===== config.mk =====
export PLATFORM = sky130hd
export DESIGN_NAME = sc_stream_sched
export DESIGN_NICKNAME = d
export VERILOG_FILES = /design/src/rtl/sc_stream_sched.sv
export SDC_FILE = /design/constraint.sdc
export NUM_CORES = 1
export LEC_CHECK = 0
export ABC_AREA = 1
export BUFFER_PORTS_ARGS = -buffer_cell sky130_fd_sc_hd__buf_2
export CELL_PAD_IN_SITES_DETAIL_PLACEMENT = 1
export CELL_PAD_IN_SITES_GLOBAL_PLACEMENT = 1
export CORE_UTILIZATION = 40
export CTS_CLUSTER_DIAMETER = 80
export CTS_CLUSTER_SIZE = 10
export DETAILED_ROUTE_END_ITERATION = 7
export PLACE_DENSITY_LB_ADDON = 0.1
export SLEW_MARGIN = 10
export SYNTH_ARGS = -nofsm -noshare
export SYNTH_HDL_FRONTEND = slang
export SYNTH_SLANG_ARGS = --single-unit

===== constraint.sdc =====
create_clock -name clk -period 5.2 [get_ports clk]
set_clock_uncertainty 0.2 [all_clocks]
set_input_delay 0.78 -clock clk [delete_from_list [all_inputs] [get_ports clk]]
set_output_delay 0.78 -clock clk [all_outputs]
set_load 0.05 [all_outputs]

===== src/rtl/sc_stream_sched.sv =====
// sc_stream_sched: round-robin scheduler that time-shares one Sobol SC engine
// among N requesters. Each grant runs one full LEN-long stream, forwards it to
// the owner and reports how many ones it contained.
module sc_stream_sched #(
  parameter int N   = 4,
  parameter int W   = 6,
  parameter int LEN = 64
) (
  input  logic             clk,
  input  logic             rst,
  input  logic [N-1:0]     req,
  input  logic [N*W-1:0]   num_in,
  output logic [N-1:0]     grant,
  output logic             busy,
  output logic [N-1:0]     done,
  output logic [W:0]       ones_cnt,
  output logic             stream_bit,
  output logic             stream_valid,
  output logic             sc_start,
  output logic             sc_en,
  output logic [W-1:0]     sc_num,
  input  logic             sc_vld,
  input  logic             sc_bit
);

  localparam int         IW     = (N > 1) ? $clog2(N) : 1;
  localparam logic [W:0] LEN_C  = (W+1)'(LEN);
  localparam logic [W:0] LAST_C = (W+1)'(LEN - 1);

  typedef enum logic [1:0] {IDLE, START, RUN, DONE} state_t;

  state_t        state;
  state_t        state_next;
  logic [IW-1:0] last_grant;
  logic [IW-1:0] gnt_idx;
  logic [IW-1:0] pick_idx;
  logic [IW-1:0] cand;
  logic          pick_valid;
  logic [N-1:0]  pick_onehot;
  logic [W:0]    en_cnt;
  logic [W:0]    vld_cnt;

  // Round-robin search: first requester above the last owner, wrapping around.
  always_comb begin
    pick_valid = 1'b0;
    pick_idx   = '0;
    cand       = '0;
    for (int i = 1; i <= N; i++) begin
      cand = IW'((int'(last_grant) + i) % N);
      if (!pick_valid && req[cand]) begin
        pick_valid = 1'b1;
        pick_idx   = cand;
      end
    end
  end

  // One-hot form of the arbitration winner.
  always_comb begin
    pick_onehot           = '0;
    pick_onehot[pick_idx] = 1'b1;
  end

  // State register.
  always_ff @(posedge clk or posedge rst) begin
    if (rst) state <= IDLE;
    else     state <= state_next;
  end

  // Next-state and state-decoded outputs; the engine enable stops after LEN cycles.
  always_comb begin
    state_next = state;
    busy       = (state != IDLE);
    sc_start   = (state == START);
    sc_en      = (state == RUN) && (en_cnt < LEN_C);
    done       = (state == DONE) ? grant : '0;
    case (state)
      IDLE:    if (pick_valid) state_next = START;
      START:   state_next = RUN;
      RUN:     if (sc_vld && (vld_cnt == LAST_C)) state_next = DONE;
      DONE:    state_next = IDLE;
      default: state_next = IDLE;
    endcase
  end

  // Grant bookkeeping, target latch, stream counters and the forwarded bit.
  always_ff @(posedge clk or posedge rst) begin
    if (rst) begin
      grant        <= '0;
      gnt_idx      <= '0;
      last_grant   <= IW'(N - 1);
      sc_num       <= '0;
      en_cnt       <= '0;
      vld_cnt      <= '0;
      ones_cnt     <= '0;
      stream_bit   <= 1'b0;
      stream_valid <= 1'b0;
    end else begin
      stream_valid <= 1'b0;
      case (state)
        IDLE: begin
          if (pick_valid) begin
            grant   <= pick_onehot;
            gnt_idx <= pick_idx;
            sc_num  <= num_in[pick_idx*W +: W];
          end
        end
        START: begin
          ones_cnt <= '0;
          en_cnt   <= '0;
          vld_cnt  <= '0;
        end
        RUN: begin
          if (sc_en) en_cnt <= en_cnt + (W+1)'(1);
          if (sc_vld) begin
            vld_cnt      <= vld_cnt + (W+1)'(1);
            ones_cnt     <= ones_cnt + {{W{1'b0}}, sc_bit};
            stream_bit   <= sc_bit;
            stream_valid <= 1'b1;
          end
        end
        DONE: begin
          grant      <= '0;
          last_grant <= gnt_idx;
        end
        default: ;
      endcase
    end
  end

endmodule


Word level (Yosys, flattened, before mapping):

Cells that the tools add are included.

* register bits after elaboration: 39
* bits in latches: 0
* bits in writable memories: 0
* bits in read-only memories: 0
* output and inout bits: 26
* memories: 0

* add/subtract/negate cells: 7
* $mul: 1
* divide/modulo/power cells: 0
* magnitude comparators: 7
* eq/ne operators: 8
* shifts and indexed selects: 1
* muxes and demuxes: 32
* bitwise gates (word level): 0
* reduce and logical (&&, ||, !) cells: 19

Operator list (number)
* $pmux 7 s2: 3
* $shiftx 24x6->6: 1
* $mux 7: 3
* $lt 2x3->1 const B: 5
* $add 7x1->7 const B: 2
* $mux 2: 6
* $reduce_and 2->1: 6
* $mux 1: 11
* $bmux 1 s2: 4
* $mux 4: 2
* $pmux 2 s4: 1
* $pmux 4 s2: 1
* $add 7x1->7: 1
* $eq 7x6->1 const B: 1
* $lt 7x7->1 const B: 1
* $logic_and 1x1->1: 6
* $ne 2x2->1 const B: 3
* $reduce_bool 2->1: 3
* $add 2x1->2 const B: 2
* $add 2x2->2 const B: 2
* $eq 2x2->1 const B: 2
* $mul 2x2->4 const B: 1
* $logic_not 1->1: 3
* $demux 1 s2: 1
* other kinds (4): 4

Longest topological paths before layout:

* word-level depth: 19
* gate-level depth with buffers: 17
* mapped depth without buffers: 15

Least setup slack after synthesis:

Ideal clock, no wire load.

* path kind: register -> output
* start point: register state[0]
* end point: output sc_en
* arrival time: 1.495 ns
* required time: 4.220 ns
* slack: 2.725 ns
* cell stages (with the launch flop): 5
* path through: dfrtp_1 inv_1 ha_1 inv_1 nor2_1

* longest elaborated chain between the ends: 2

RTL lines
* start, declared: line 32 `state_t state;`
* start signal, assigned: line 66 `else state <= state_next;`
* $eq 2x2->1: line 74 `sc_en = (state == RUN) && (en_cnt < LEN_C);`
* $logic_and 1x1->1: line 74
* end, declared: line 20 `output logic sc_en,`

No other way between the ends.

Worst setup path after layout:

Ends and elaborated chain as after synthesis.

==> summary.md <==
| Metric | Value |
|---|---|
| Post-synthesis adder-cell area fraction | 4.219% |
| Gr usage total | 20.15% |
| PortBufs | 57 |
| Final Hold Vio Count | 0 |
| Final WS setup | 2466 ps |
| Synth-to-Final Area Change | 17.93% |
| Die H | 79.01 µm |
| Fin crit share | 52.58% |
| Setup TNS | 0 ps |
| Drt wl/cell | 12.83 µm |
| Period minus WS final | 2734 ps |
| Crit. End Element | primary output |
| CTS resizes | 0 |
| Layout Nets | 415 |
| Synth Area in Compound Gates | 9.968% |
| Clock sinks | 39 |
| Vias in the first global route | 2263 |
| H-tree depth | 2 |
| Antenna Nets Post-Route | 0 |
| Worst-path clk slew | 80 ps |
| Placeable Area | 5608 µm² |
| Cell count after placement | 440 |
| Synth top area share | 39.03% |
| Final setup violation count | 0 |
| CTS root buf | clkbuf_8 |
| Power Density | 689.2 nW/µm² |
| Initial antenna violation count | 0 |
| Starting density of the core | 42.30% |
| Worst-path maximum fanout | 6 |
| # rows | 27 |
| Final Non-Filler Cells | 448 |
| Post-Synth Simple-Gate Area | 35.23% |
| Fmax | 365.7 MHz |
| Crit path required time | 4220 ps |
| XOR/XNOR Fraction of Synth Area | 0.7384% |
| Largest net degree at the start of global routing | 40 |
| Max-slew violation count | 0 |
| Placer Congestion | 0.7644 |
| Die area | 6243 µm² |
| Synth area leader | dfrtp_1 |
| DP HPWL | 4.458 mm |
| Critical path buffer and inverter count | 3 |
| Main combinational cell family by area after synthesis | simple AND/OR/NAND/NOR gates |
| Mux contribution to synthesized area | 0% |
| Syn Area/Cell | 7.484 µm² |
| Pre-CTS WS | 2476 ps |
| Most frequent CP cell | inv_1 |
| Remaining DRCs | 0 |
| Initial DRC count | 79 |
| MaxCap Viol Count | 0 |
| Leak pwr | 1.574 nW |
| TritonCTS Buffers | 5 |
| Vias | 2228 |
| Yosys reg bits | 39 |
| VDD IR-drop max | 0.3327 mV |
| First-pass GRT wire length | 9.963 mm |
| Arr. time, crit path | 1750 ps |
| Critical path class | reg -> out |
| # hold bufs at CTS | 0 |
| Pre-antenna DRT Iters | 4 |
| Critical path's slowest cell | dfrtp_1 |
| Worst slew margin | 62.67% |
| CP Launch Type | flip-flop |
| Crit path max-delay family | buffers and inverters |
| Grt total ovfl | 0 |
| Worst skew pair latency | 290 ps |
| WL final | 5.746 mm |
| # Post-CTS Setup Buffers | 0 |
| Die X | 79.01 µm |
| Synth cell types | 34 |
| YS warnings | 0 |
| Top cells by area, synth | dfrtp_1 (39%), nand2_1 (18%), inv_1 (5.4%), ha_1 (4.2%), nand4_1 (3.7%) |
| Status | completed |
| CP cell instances | inv_1 > ha_1 > inv_1 > nor2_1 > buf_2 |
| Diodes inserted | 0 |
| Layout cells sized above 1 | 23.40% |
| RSZ-0062 raised after global routing | false |
| Worst slew pin tran | 557.9 ps |
| Via density | 4.973 |
| Fill cells | 742 |
| CTS tree | done |
| Synthesized Nets | 357 |
| Slowest cell delay on critical path | 410 ps |
| Hold crit path type | reg -> reg |
| Post-Syn Area | 2372 µm² |
| CTS max path bufs | 2 |
| Sequential-to-total area share from yosys stat | 41.24% |
| Ports | 58 |
| Post-Syn Instances | 317 |
power breakdown:
part / leakage [nW] / internal (W) / switching, W
logic: 1.02 / 0.000354 / 0.000864
registers: 0.504 / 0.000414 / 0.0000886
clock network: 0.0482 / 0.000107 / 0.000102
total: 1.57 / 0.000874 / 0.00105
worst min-delay path, delay by kind of cell (launching register included):
kind             cells  cell delay [ps]
flip-flops           1              350
AND/OR/NAND/NOR      2              100
placed cells by master (no fill, tap or decap), drive strengths merged, types with 4 or more instances in the layout:
cell type and instances:
nand2 123, nor2 20, inv 40, nor3 4, o21ai 20, a21oi 9
nand4 15, ha 8, a22o 4, dfrtp 37, nand3 16, o22ai 4
clkbuf 7, buf 58
path summary, 6_finish.rpt:
path | startpoint | to | slack [ps] | cells past startpoint
max in group asynchronous | rst | last_grant[0] | 4040 | 3
setup reg to reg | last_grant[0] | grant[1] | 2690 | 11
setup / recovery | state[0] | sc_en | 2470 | 5
hold reg to reg | sc_num[4] | sc_num[4] | 280 | 2
hold / removal | sc_num[4] | sc_num[4] | 280 | 2
min in group asynchronous | rst | ones_cnt[1] | 410 | 3
synth_stat cells (all sizes together):
library cell and number:
a21oi 9, a22o 4, a22oi 1, and2 1, buf 6, clkbuf 1
dfrtp 37, dfstp 2, ha 8, inv 40, nand2 123, nand3 16
nand4 15, nor2 20, nor3 4, nor3b 1, o211ai 1, o21a 1
o21ai 20, o22ai 4, o41ai 1, xnor2 2
metal layers:
layer  share of wire, %  track usage (%)
met1                 48            25.55
met2                 48            35.34
met3                3.1            4.598
met4               0.24            3.273
met5                  0                0
cell type report:
type	instances	area, µm²	area share (%)
well taps	72	90.09	3.220
clock buffers	7	86.33	3.086
inverters	40	155.1	5.546
clock inverters	1	5.005	0.1789
flip-flops and latches	39	978.4	34.97
multi-input cells	231	1190	42.53
repair buffers	58	292.8	10.47
registers in the layout, indices dropped and copies added, names as in the netlist:
name	cells
sc_num	6
stream_bit	1
en_cnt	7
ones_cnt	7
state	2
grant	4
gnt_idx	2
vld_cnt	7
stream_valid	1
last_grant	2
per-stage QoR:
| step | hold slack, ps | total power, W | instance area (µm²) | util, % |
|---|---|---|---|---|
| after global placement | 262.1 | 0.001702 | 2706 | 48.26 |
| after global routing | 324.3 | 0.002113 | 2798 | 49.89 |
| after detailed placement | 269.7 | 0.001734 | 2706 | 48.26 |
| final | 283.7 | 0.001928 | 2798 | 49.89 |
| after CTS | 289.2 | 0.001954 | 2798 | 49.89 |
| after floorplan | 247.1 | 0.001499 | 2372 | - |
kinds of logic (layout without fill, tap and decap cells):
| kind of cell | count (synthesis) | in the layout |
|---|---|---|
| buf+inv | 47 | 106 |
| xor+xnor | 2 | 2 |
| fa+ha+maj | 8 | 8 |
| compound gates | 41 | 41 |
| flops | 39 | 39 |
| simple gates | 180 | 180 |
(Power assumes the default switching activity.)
